### config.mk
export PLATFORM = sky130hd
export DESIGN_NAME = scarv_cop_aes_dec_flat
export DESIGN_NICKNAME = d
export VERILOG_FILES = /design/src/rtl/scarv_cop_aes_pkg.sv /design/src/rtl/scarv_cop_aes_dec_if.sv /design/src/rtl/scarv_cop_aes_dec_inv_sbox.sv /design/src/rtl/scarv_cop_aes_dec.sv /design/src/flat_wrapper.sv
export SDC_FILE = /design/constraint.sdc
export NUM_CORES = 1
export LEC_CHECK = 0
export ABC_AREA = 1
export CAP_MARGIN = 20
export CORE_MARGIN = 1
export CORE_UTILIZATION = 30
export CTS_CLUSTER_SIZE = 24
export DETAILED_ROUTE_END_ITERATION = 10
export SETUP_SLACK_MARGIN = 0.2
export SLEW_MARGIN = 5
export SYNTH_ARGS = -nofsm -noshare
export SYNTH_HDL_FRONTEND = slang
export SYNTH_HIERARCHICAL = 1
export SYNTH_SLANG_ARGS = --single-unit
export TNS_END_PERCENT = 30
### constraint.sdc
create_clock -name g_clk -period 9.4 [get_ports g_clk]
set_input_delay 1.88 -clock g_clk [delete_from_list [all_inputs] [get_ports g_clk]]
set_output_delay 1.88 -clock g_clk [all_outputs]
set_load 0.005 [all_outputs]
### src/rtl/scarv_cop_aes_pkg.sv
// Shared definitions for the SCARV AES co-processor units (enc and dec).
// Latency: n/a (types, constants and a combinational helper only).
// Backpressure: n/a.
package scarv_cop_aes_pkg;

  // Instruction subclass encodings seen on id_subclass.
  localparam logic [4:0] SUBCLASS_SUBDEC = 5'b00010;
  localparam logic [4:0] SUBCLASS_MIXDEC = 5'b00011;

  // Instruction unit FSM state encodings.
  typedef enum logic [1:0] {
    ST_IDLE = 2'd0,
    ST_RUN  = 2'd1,
    ST_DONE = 2'd2
  } aes_state_t;

  // Operation latched at accept.
  typedef enum logic {
    OP_SUB = 1'b0,
    OP_MIX = 1'b1
  } aes_op_t;

  // Multiply by x in GF(2^8) modulo x^8+x^4+x^3+x+1 (0x11B).
  function automatic logic [7:0] xtime(input logic [7:0] a);
    return {a[6:0], 1'b0} ^ (a[7] ? 8'h1b : 8'h00);
  endfunction

endpackage

### src/rtl/scarv_cop_aes_dec_if.sv
// Dispatch/writeback bundle between the co-processor issuer and the AES decrypt unit.
// Latency: n/a (wiring only).
// Backpressure: issuer holds aes_ivalid until aes_idone; no other stall.
interface scarv_cop_aes_dec_if;

  logic        aes_ivalid;
  logic        aes_idone;
  logic [31:0] aes_rs1;
  logic [4:0]  id_subclass;
  logic [3:0]  aes_cpr_rd_ben;
  logic [31:0] aes_cpr_rd_wdata;

  // Issuer side: drives the instruction, receives the writeback.
  modport master (
    output aes_ivalid,
    output aes_rs1,
    output id_subclass,
    input  aes_idone,
    input  aes_cpr_rd_ben,
    input  aes_cpr_rd_wdata
  );

  // Execution unit side.
  modport slave (
    input  aes_ivalid,
    input  aes_rs1,
    input  id_subclass,
    output aes_idone,
    output aes_cpr_rd_ben,
    output aes_cpr_rd_wdata
  );

endinterface

### src/rtl/scarv_cop_aes_dec_inv_sbox.sv
// Combinational AES inverse S-box, one byte in, one byte out.
// Latency: 0 cycles (pure lookup).
// Backpressure: none.
module scarv_aes_inv_sbox (
  input  logic [7:0] din,
  output logic [7:0] dout
);

  // Element 0 is the leftmost entry, so INV_SBOX[x] is InvSBox(x).
  localparam logic [0:255][7:0] INV_SBOX = {
    8'h52, 8'h09, 8'h6a, 8'hd5, 8'h30, 8'h36, 8'ha5, 8'h38, 8'hbf, 8'h40, 8'ha3, 8'h9e, 8'h81, 8'hf3, 8'hd7, 8'hfb,
    8'h7c, 8'he3, 8'h39, 8'h82, 8'h9b, 8'h2f, 8'hff, 8'h87, 8'h34, 8'h8e, 8'h43, 8'h44, 8'hc4, 8'hde, 8'he9, 8'hcb,
    8'h54, 8'h7b, 8'h94, 8'h32, 8'ha6, 8'hc2, 8'h23, 8'h3d, 8'hee, 8'h4c, 8'h95, 8'h0b, 8'h42, 8'hfa, 8'hc3, 8'h4e,
    8'h08, 8'h2e, 8'ha1, 8'h66, 8'h28, 8'hd9, 8'h24, 8'hb2, 8'h76, 8'h5b, 8'ha2, 8'h49, 8'h6d, 8'h8b, 8'hd1, 8'h25,
    8'h72, 8'hf8, 8'hf6, 8'h64, 8'h86, 8'h68, 8'h98, 8'h16, 8'hd4, 8'ha4, 8'h5c, 8'hcc, 8'h5d, 8'h65, 8'hb6, 8'h92,
    8'h6c, 8'h70, 8'h48, 8'h50, 8'hfd, 8'hed, 8'hb9, 8'hda, 8'h5e, 8'h15, 8'h46, 8'h57, 8'ha7, 8'h8d, 8'h9d, 8'h84,
    8'h90, 8'hd8, 8'hab, 8'h00, 8'h8c, 8'hbc, 8'hd3, 8'h0a, 8'hf7, 8'he4, 8'h58, 8'h05, 8'hb8, 8'hb3, 8'h45, 8'h06,
    8'hd0, 8'h2c, 8'h1e, 8'h8f, 8'hca, 8'h3f, 8'h0f, 8'h02, 8'hc1, 8'haf, 8'hbd, 8'h03, 8'h01, 8'h13, 8'h8a, 8'h6b,
    8'h3a, 8'h91, 8'h11, 8'h41, 8'h4f, 8'h67, 8'hdc, 8'hea, 8'h97, 8'hf2, 8'hcf, 8'hce, 8'hf0, 8'hb4, 8'he6, 8'h73,
    8'h96, 8'hac, 8'h74, 8'h22, 8'he7, 8'had, 8'h35, 8'h85, 8'he2, 8'hf9, 8'h37, 8'he8, 8'h1c, 8'h75, 8'hdf, 8'h6e,
    8'h47, 8'hf1, 8'h1a, 8'h71, 8'h1d, 8'h29, 8'hc5, 8'h89, 8'h6f, 8'hb7, 8'h62, 8'h0e, 8'haa, 8'h18, 8'hbe, 8'h1b,
    8'hfc, 8'h56, 8'h3e, 8'h4b, 8'hc6, 8'hd2, 8'h79, 8'h20, 8'h9a, 8'hdb, 8'hc0, 8'hfe, 8'h78, 8'hcd, 8'h5a, 8'hf4,
    8'h1f, 8'hdd, 8'ha8, 8'h33, 8'h88, 8'h07, 8'hc7, 8'h31, 8'hb1, 8'h12, 8'h10, 8'h59, 8'h27, 8'h80, 8'hec, 8'h5f,
    8'h60, 8'h51, 8'h7f, 8'ha9, 8'h19, 8'hb5, 8'h4a, 8'h0d, 8'h2d, 8'he5, 8'h7a, 8'h9f, 8'h93, 8'hc9, 8'h9c, 8'hef,
    8'ha0, 8'he0, 8'h3b, 8'h4d, 8'hae, 8'h2a, 8'hf5, 8'hb0, 8'hc8, 8'heb, 8'hbb, 8'h3c, 8'h83, 8'h53, 8'h99, 8'h61,
    8'h17, 8'h2b, 8'h04, 8'h7e, 8'hba, 8'h77, 8'hd6, 8'h26, 8'he1, 8'h69, 8'h14, 8'h63, 8'h55, 8'h21, 8'h0c, 8'h7d
  };

  assign dout = INV_SBOX[din];

endmodule

### src/rtl/scarv_cop_aes_dec.sv
// AES decrypt-direction word unit: inverse SubBytes / InvMixColumns, one byte per cycle.
// Latency: 5 cycles accept-to-idone for legal ops, 1 cycle for illegal subclasses.
// Backpressure: none; issuer holds aes_ivalid until aes_idone, dropping it mid-run aborts.
module scarv_cop_aes_dec
  import scarv_cop_aes_pkg::*;
(
  input  logic                 g_clk,
  input  logic                 g_reset,
  scarv_cop_aes_dec_if.slave   bus
);

  aes_state_t  state;
  aes_state_t  state_nxt;
  aes_op_t     op;
  logic [1:0]  cnt;
  logic [31:0] src;
  logic [31:0] res;
  logic        illegal;

  logic        sub_legal;
  logic [7:0]  sbox_out;
  logic [7:0]  byte_res;
  logic [7:0]  a    [4];
  logic [7:0]  x2   [4];
  logic [7:0]  x4   [4];
  logic [7:0]  x8   [4];

  assign sub_legal = (bus.id_subclass == SUBCLASS_SUBDEC) ||
                     (bus.id_subclass == SUBCLASS_MIXDEC);

  // The single shared S-box always looks at the byte currently being produced.
  scarv_aes_inv_sbox u_inv_sbox (
    .din  (src[{cnt, 3'b000} +: 8]),
    .dout (sbox_out)
  );

  // Rotate source bytes so a[0] is byte cnt, then form the InvMixColumns row for it.
  always_comb begin
    for (int k = 0; k < 4; k++) begin
      a[k]  = src[{cnt + 2'(k), 3'b000} +: 8];
      x2[k] = xtime(a[k]);
      x4[k] = xtime(x2[k]);
      x8[k] = xtime(x4[k]);
    end
    if (op == OP_MIX) begin
      byte_res = (x8[0] ^ x4[0] ^ x2[0])         // 0e * a0
               ^ (x8[1] ^ x2[1] ^ a[1])          // 0b * a1
               ^ (x8[2] ^ x4[2] ^ a[2])          // 0d * a2
               ^ (x8[3] ^ a[3]);                 // 09 * a3
    end else begin
      byte_res = sbox_out;
    end
  end

  // FSM state register.
  always_ff @(posedge g_clk or posedge g_reset) begin
    if (g_reset) begin
      state <= ST_IDLE;
    end else begin
      state <= state_nxt;
    end
  end

  // Next-state: accept in IDLE, four byte steps in RUN, one DONE cycle, abort on ivalid drop.
  always_comb begin
    state_nxt = state;
    case (state)
      ST_IDLE: begin
        if (bus.aes_ivalid) begin
          state_nxt = sub_legal ? ST_RUN : ST_DONE;
        end
      end
      ST_RUN: begin
        if (!bus.aes_ivalid) begin
          state_nxt = ST_IDLE;
        end else if (cnt == 2'd3) begin
          state_nxt = ST_DONE;
        end
      end
      ST_DONE: state_nxt = ST_IDLE;
      default: state_nxt = ST_IDLE;
    endcase
  end

  // Datapath: latch operands at accept, fill one result byte per RUN cycle.
  always_ff @(posedge g_clk or posedge g_reset) begin
    if (g_reset) begin
      src     <= 32'h0;
      res     <= 32'h0;
      cnt     <= 2'd0;
      op      <= OP_SUB;
      illegal <= 1'b0;
    end else begin
      case (state)
        ST_IDLE: begin
          if (bus.aes_ivalid) begin
            res <= 32'h0;
            cnt <= 2'd0;
            if (sub_legal) begin
              src     <= bus.aes_rs1;
              op      <= (bus.id_subclass == SUBCLASS_MIXDEC) ? OP_MIX : OP_SUB;
              illegal <= 1'b0;
            end else begin
              illegal <= 1'b1;
            end
          end
        end
        ST_RUN: begin
          if (!bus.aes_ivalid) begin
            res <= 32'h0;
            cnt <= 2'd0;
          end else begin
            res[{cnt, 3'b000} +: 8] <= byte_res;
            cnt                     <= cnt + 2'd1;
          end
        end
        default: begin
        end
      endcase
    end
  end

  // Writeback is visible only in DONE and depends on registered state alone.
  always_comb begin
    bus.aes_idone        = 1'b0;
    bus.aes_cpr_rd_ben   = 4'b0000;
    bus.aes_cpr_rd_wdata = 32'h0;
    if (state == ST_DONE) begin
      bus.aes_idone        = 1'b1;
      bus.aes_cpr_rd_ben   = illegal ? 4'b0000 : 4'b1111;
      bus.aes_cpr_rd_wdata = res;
    end
  end

endmodule

### src/flat_wrapper.sv
// flat-port wrapper written by rule: the top's interface ports become plain ports
module scarv_cop_aes_dec_flat import scarv_cop_aes_pkg::*;
  (g_clk, g_reset, bus_aes_ivalid, bus_aes_rs1, bus_id_subclass, bus_aes_idone, bus_aes_cpr_rd_ben, bus_aes_cpr_rd_wdata);
  scarv_cop_aes_dec_if bus_i ();
  input  logic g_clk;
  input  logic g_reset;
  input wire logic [$bits(bus_i.aes_ivalid)-1:0] bus_aes_ivalid;
  input wire logic [$bits(bus_i.aes_rs1)-1:0] bus_aes_rs1;
  input wire logic [$bits(bus_i.id_subclass)-1:0] bus_id_subclass;
  output wire logic [$bits(bus_i.aes_idone)-1:0] bus_aes_idone;
  output wire logic [$bits(bus_i.aes_cpr_rd_ben)-1:0] bus_aes_cpr_rd_ben;
  output wire logic [$bits(bus_i.aes_cpr_rd_wdata)-1:0] bus_aes_cpr_rd_wdata;
  assign bus_i.aes_ivalid = bus_aes_ivalid;
  assign bus_i.aes_rs1 = bus_aes_rs1;
  assign bus_i.id_subclass = bus_id_subclass;
  assign bus_aes_idone = bus_i.aes_idone;
  assign bus_aes_cpr_rd_ben = bus_i.aes_cpr_rd_ben;
  assign bus_aes_cpr_rd_wdata = bus_i.aes_cpr_rd_wdata;
  scarv_cop_aes_dec u_core (.g_clk(g_clk), .g_reset(g_reset), .bus(bus_i));
endmodule
# --- Word-level counts from Yosys, hierarchy flattened ---
# Memories as Yosys holds them, arrays and structs flattened.
# Index checks and enable logic that the tools add are counted.
# Widths: inputs -> output; s select.
totals:
  word_cells: 88
  inputBits: 40
  register_bits: 70
  output_inout_bits: 37
  mem_bits_ro: 2048
  mem_count: 1
mem_list:
  columns: ["memory", "words", "width", "rd", "rd_ports_with_merged_regs", "wr", "line_no", "source"]
  rows:
  - ["(no name shown)", 256, 8, 1, 0, 0, "scarv_cop_aes_dec_inv_sbox.sv:29", "assign dout = INV_SBOX[din];"]
op_classes:
  addsub: 4
  bitwise: 23
  order_cmp: 1
  n_shift: 6
  reduce_logical: 7
  n_eq_ne: 7
  mux: 33
op_table:
  columns: ["operator", "count"]
  rows:
  - ["$xor 8x8->8", 22]
  - ["$shiftx 32x6->8", 4]
  - ["$mux 32", 3]
  - ["$pmux 32 s2", 1]
  - ["$mux 5", 12]
  - ["$bwmux 32", 1]
  - ["$shift 8x7->32 const A", 1]
  - ["$shiftx 8x7->32", 1]
  - ["$mux 8", 3]
  - ["$mux 2", 6]
  - ["$eq 5x2->1 const B", 2]
  - ["$ge 9x9->1 const B", 1]
  - ["$not 8->9", 1]
  - ["$mux 4", 2]
  - ["$pmux 2 s2", 2]
  - ["$neg 5->7", 1]
  - ["$reduce_and 2->1", 3]
  - ["$add 2x2->2 const B", 2]
  - ["$eq 2x2->1 const B", 2]
  - ["$mux 1", 3]
  - ["$ne 3x2->1 const B", 1]
  - ["$reduce_and 3->1", 1]
  - ["$add 2x1->2 const B", 1]
  - ["$eq 2x1->1 const B", 1]
  - ["other kinds (4)", 4]

# --- Logic depth before layout (Yosys ltp) ---
depth:
  depth_word: 18
  ltp_mapped: 26
  mapped_depth_nobuf: 22

# --- Modules after synthesis ---
# The synthesis kept the hierarchy.
modules_own_cells:
  columns: ["mod", "n_inst", "cells_each", "area_per_inst_um2"]
  rows:
  - ["scarv_cop_aes_dec", 1, 894, 5680.4]
  - ["scarv_aes_inv_sbox", 1, 626, 3156.8]

# --- Least setup slack after synthesis ---
# OpenSTA, ideal clock, no wires.
synth_timing:
  path_kind: "register -> register"
  start: "register u_core.cnt[0]"
  end: "register u_core.res[22]"
  arrival_ns: 3.021
  setup_ns: 0.138
  stages_incl_launch_ff: 24
  path_slack_ns: 6.241
  t_required_ns: 9.262
  path_buffers: 5
  path_cell_list: "dfrtp_1 -> buf_6 -> inv_4 -> buf_6 -> buf_6 -> nand2_1 -> nand3_1 -> nand2_1 -> inv_2 -> inv_2 -> ha_1 -> buf_4 -> inv_2 -> nand2_1 -> buf_2 -> nand2_1 -> nand3_1 -> nand3_1 -> nand3_1 -> nand3_1 -> nand2_1 -> or2_2 -> nand4_1 -> o21ai_0"
synth_rtl:
  columns: ["element", "line_no", "source"]
  rows:
  - ["start: declaration", "scarv_cop_aes_dec.sv:15", "logic [1:0] cnt;"]
  - ["start signal: assignment", "scarv_cop_aes_dec.sv:114", "cnt <= cnt + 2'd1;"]
  - ["end signal: indexed assignment", "scarv_cop_aes_dec.sv:113", "res[{cnt, 3'b000} +: 8] <= byte_res;"]
  - ["end: declaration", "scarv_cop_aes_dec.sv:17", "logic [31:0] res;"]

==> results.md <==
- Num CTS Buffers: 9
- # placed instances: 1,904
- Top Ports: 77
- Worst endpoint required time: 9.60 ns
- Synth Register Bits: 70
- Largest net degree at the start of global routing: 87
- Arrival @ worst endpoint: 4.65 ns
- Synth warn: 6
- Avg Cell Area, Syn: 5.81 um2
- Buffers on Ports: 76
- Vias in the first global route: 9,524
- Sw frac: 0.578
- Crit path launch type: register
- Number of synthesized flops with an enable pin: 0
- Filler cells: 3,257
- Fin Setup TNS: 0 ns
- GR Util All Layers: 0.223
- Antenna cell count: 0
- Hold Slack: 0.490 ns
- Die Y: around 170 um
- Max Fclk: 225 MHz
- Cell variety after synth: 46
- First-pass GRT wire length: 53,300 um
- Htree depth: 3
- Core Rows: 62
- Routed WL: approximately 33,000 um
- Crit end category: register
- Fin area: 9950 um2
- Post-cts sizing count: 0
- Internal: 1.14 mW
- Clock root cell: clkbuf_16
- Remaining Overflow, GRT: 0
- Setup WS post-layout: 4.95 ns
- Chip width: 174 um
- Final period util: 0.473
- Clock tree buffer depth: 2
- Post-Syn Area: 8840 um2
- Synth Instances: 1,520
- Die Area: 30,100 um2
- Initial antenna violation count: 0
- Synthesized Nets: 1,584
- Power, Total: 2.69 mW
- Via count: 10,100
- Core Area: about 29,000 um2
- Clock power share: 0.127
- Crit path kind: register to register
- Commonest cells after routing, fill and taps aside: nand2_1, nand3_1, inv_1, clkdlybuf4s50_1, nor2_1
- Placed Instance Area: 9630 um2
- DP Worst Slack: 5.03 ns
- DRT iter0 DRCs: 1,340
- Maximum vdd drop: between 0.1 and 0.15 mV
- Crit-path max FO: just over 70
- Final Hold Vio Count: 0
- Post-synth top flop: dfrtp_1
- Worst-margin pin slew: 1.03 ns
- Post-DP HPWL: roughly 24,000 um
- HP Class: register to register
- Reg clk slew, reported paths: 0.06 ns
- Max-cap violations: 0
- Vias per cell: 5.27
- Seq pwr share: 0.142
- Static leakage: 4.83 nW
- Cell Pwr Density: 270 nW/um2
- Final core occ: 0.345
- Layout cells sized above 1: 0.0827
- WL/cell: 17.4 um
- Area grow syn2layout: 12.6%
- Cts hold-fix bufs: 0
- Final min period: 4.45 ns
- RSZ-0062 raised after global routing: false
- Non-filler cells, final: 1,920
- Seq/Total Area, Yosys: 0.198
- Pre-Repair DR Iteration Count: 6
- Clk_lat worst skew: roughly 0.35 ns
- Setup bufs post-CTS: 0
- # DRC: 0
- Final Skew: 0.0102 ns
- Final nets: roughly 1,600
- Ys async rst share: 1.00
- Final setup violating endpoints: 0
- Initial Util: 0.306
- Final GP Congestion: between 1 and 1.5
- Commonest non-fill, non-tap cell in the layout: nand2_1
- Sw power: 1.55 mW
- Sequential cell area: around 1800 um2
- Antenna Violating Nets Remaining: 0
- Status: complete, no violations
- Slew Limit Headroom: 0.307
- Max-slew violation count: 0
- CTS tree: done
- Logic pwr share: 0.731
- TritonCTS Sinks: 70
- Multi-input gate area: 6070 um2
## cell type report
type / instances / area share
multi-input combinational: 1235 / 0.610
sequential: 70 / 0.176
clock inverter: 6 / 0.00641
clock buffer: 9 / 0.0226
timing repair buffer: 89 / 0.0883
tap: 384 / 0.0483
inverter: 127 / 0.0487
## critical path: stages (launching register included)
cell and delay [ns]:
dfrtp_2 0.38, buf_4 0.58, nand2_1 0.15, nand3_1 0.12
nand2_1 0.15, inv_2 0.36, inv_2 0.24, ha_1 0.53
inv_2 0.11, nand2_1 0.30, nand2_1 0.24, nand3_1 0.16
nand3_1 0.14, nand3_1 0.07, nand3_1 0.17, nand2_1 0.08
or2_2 0.32, nand4_1 0.10, o21ai_0 0.09
## cell usage after synthesis (15+ instances only)
cell type / n / share of area
nand2_2: 42 / 0.030
dfrtp_1: 70 / 0.20
a21oi_1: 26 / 0.015
nor2_1: 76 / 0.032
inv_1: 115 / 0.049
clkbuf_1: 19 / 0.0081
buf_2: 32 / 0.018
ha_1: 24 / 0.034
nand4_1: 16 / 0.011
nand3_1: 339 / 0.19
buf_4: 15 / 0.013
xor2_1: 23 / 0.023
o21ai_1: 20 / 0.011
o21ai_0: 66 / 0.037
nand2_1: 536 / 0.23
## sequential cells by signal (all words and copies together) (netlist names)
name and count:
u_core/illegal 1, u_core/cnt 2, u_core/src 32, u_core/op 1
u_core/res 32, u_core/state 2
## metal layers
metal / GRT usage / routed length, um
met1: 0.298 / 14600
met2: 0.357 / 15200
met3: 0.0393 / 2610
met4: 0.0863 / 1100
met5: 0 / 0
## power by group through the flow
stage,combinational [mW],clock [mW],sequential (mW)
6_report,1.97,0.342,0.381
3_3_place_gp,1.92,0,0.385
4_1_cts,1.92,0.349,0.380
2_1_floorplan,1.45,0,0.370
3_5_place_dp,1.91,0,0.386
5_1_grt,2.17,0.364,0.386
## worst paths after layout
| kind | startpoint | to | slack [ns] | cells past startpoint |
|---|---|---|---|---|
| hold / removal | u_core/res[25]$_DFFE_PP0P_ | u_core/res[25]$_DFFE_PP0P_ | 0.49 | 2 |
| hold reg to reg | u_core/res[25]$_DFFE_PP0P_ | u_core/res[25]$_DFFE_PP0P_ | 0.49 | 2 |
| min in group asynchronous | g_reset | u_core/src[0]$_DFFE_PP0P_ | 2.13 | 3 |
| setup reg to reg | u_core/cnt[0]$_DFFE_PP0P_ | u_core/res[22]$_DFFE_PP0P_ | 4.95 | 18 |
| max in group asynchronous | g_reset | u_core/cnt[0]$_DFFE_PP0P_ | 6.66 | 3 |
| setup / recovery | u_core/cnt[0]$_DFFE_PP0P_ | u_core/res[22]$_DFFE_PP0P_ | 4.95 | 18 |
## cells by family after synthesis
group / count (synthesis) / share of synthesized area
xor+xnor: 37 / 0.0413
fa+ha+maj: 24 / 0.0340
buf+inv: 215 / 0.117
flops: 70 / 0.198
compound gates: 133 / 0.0861
simple gates: 1041 / 0.524
Note: power is estimated with default switching activity, not from simulation.
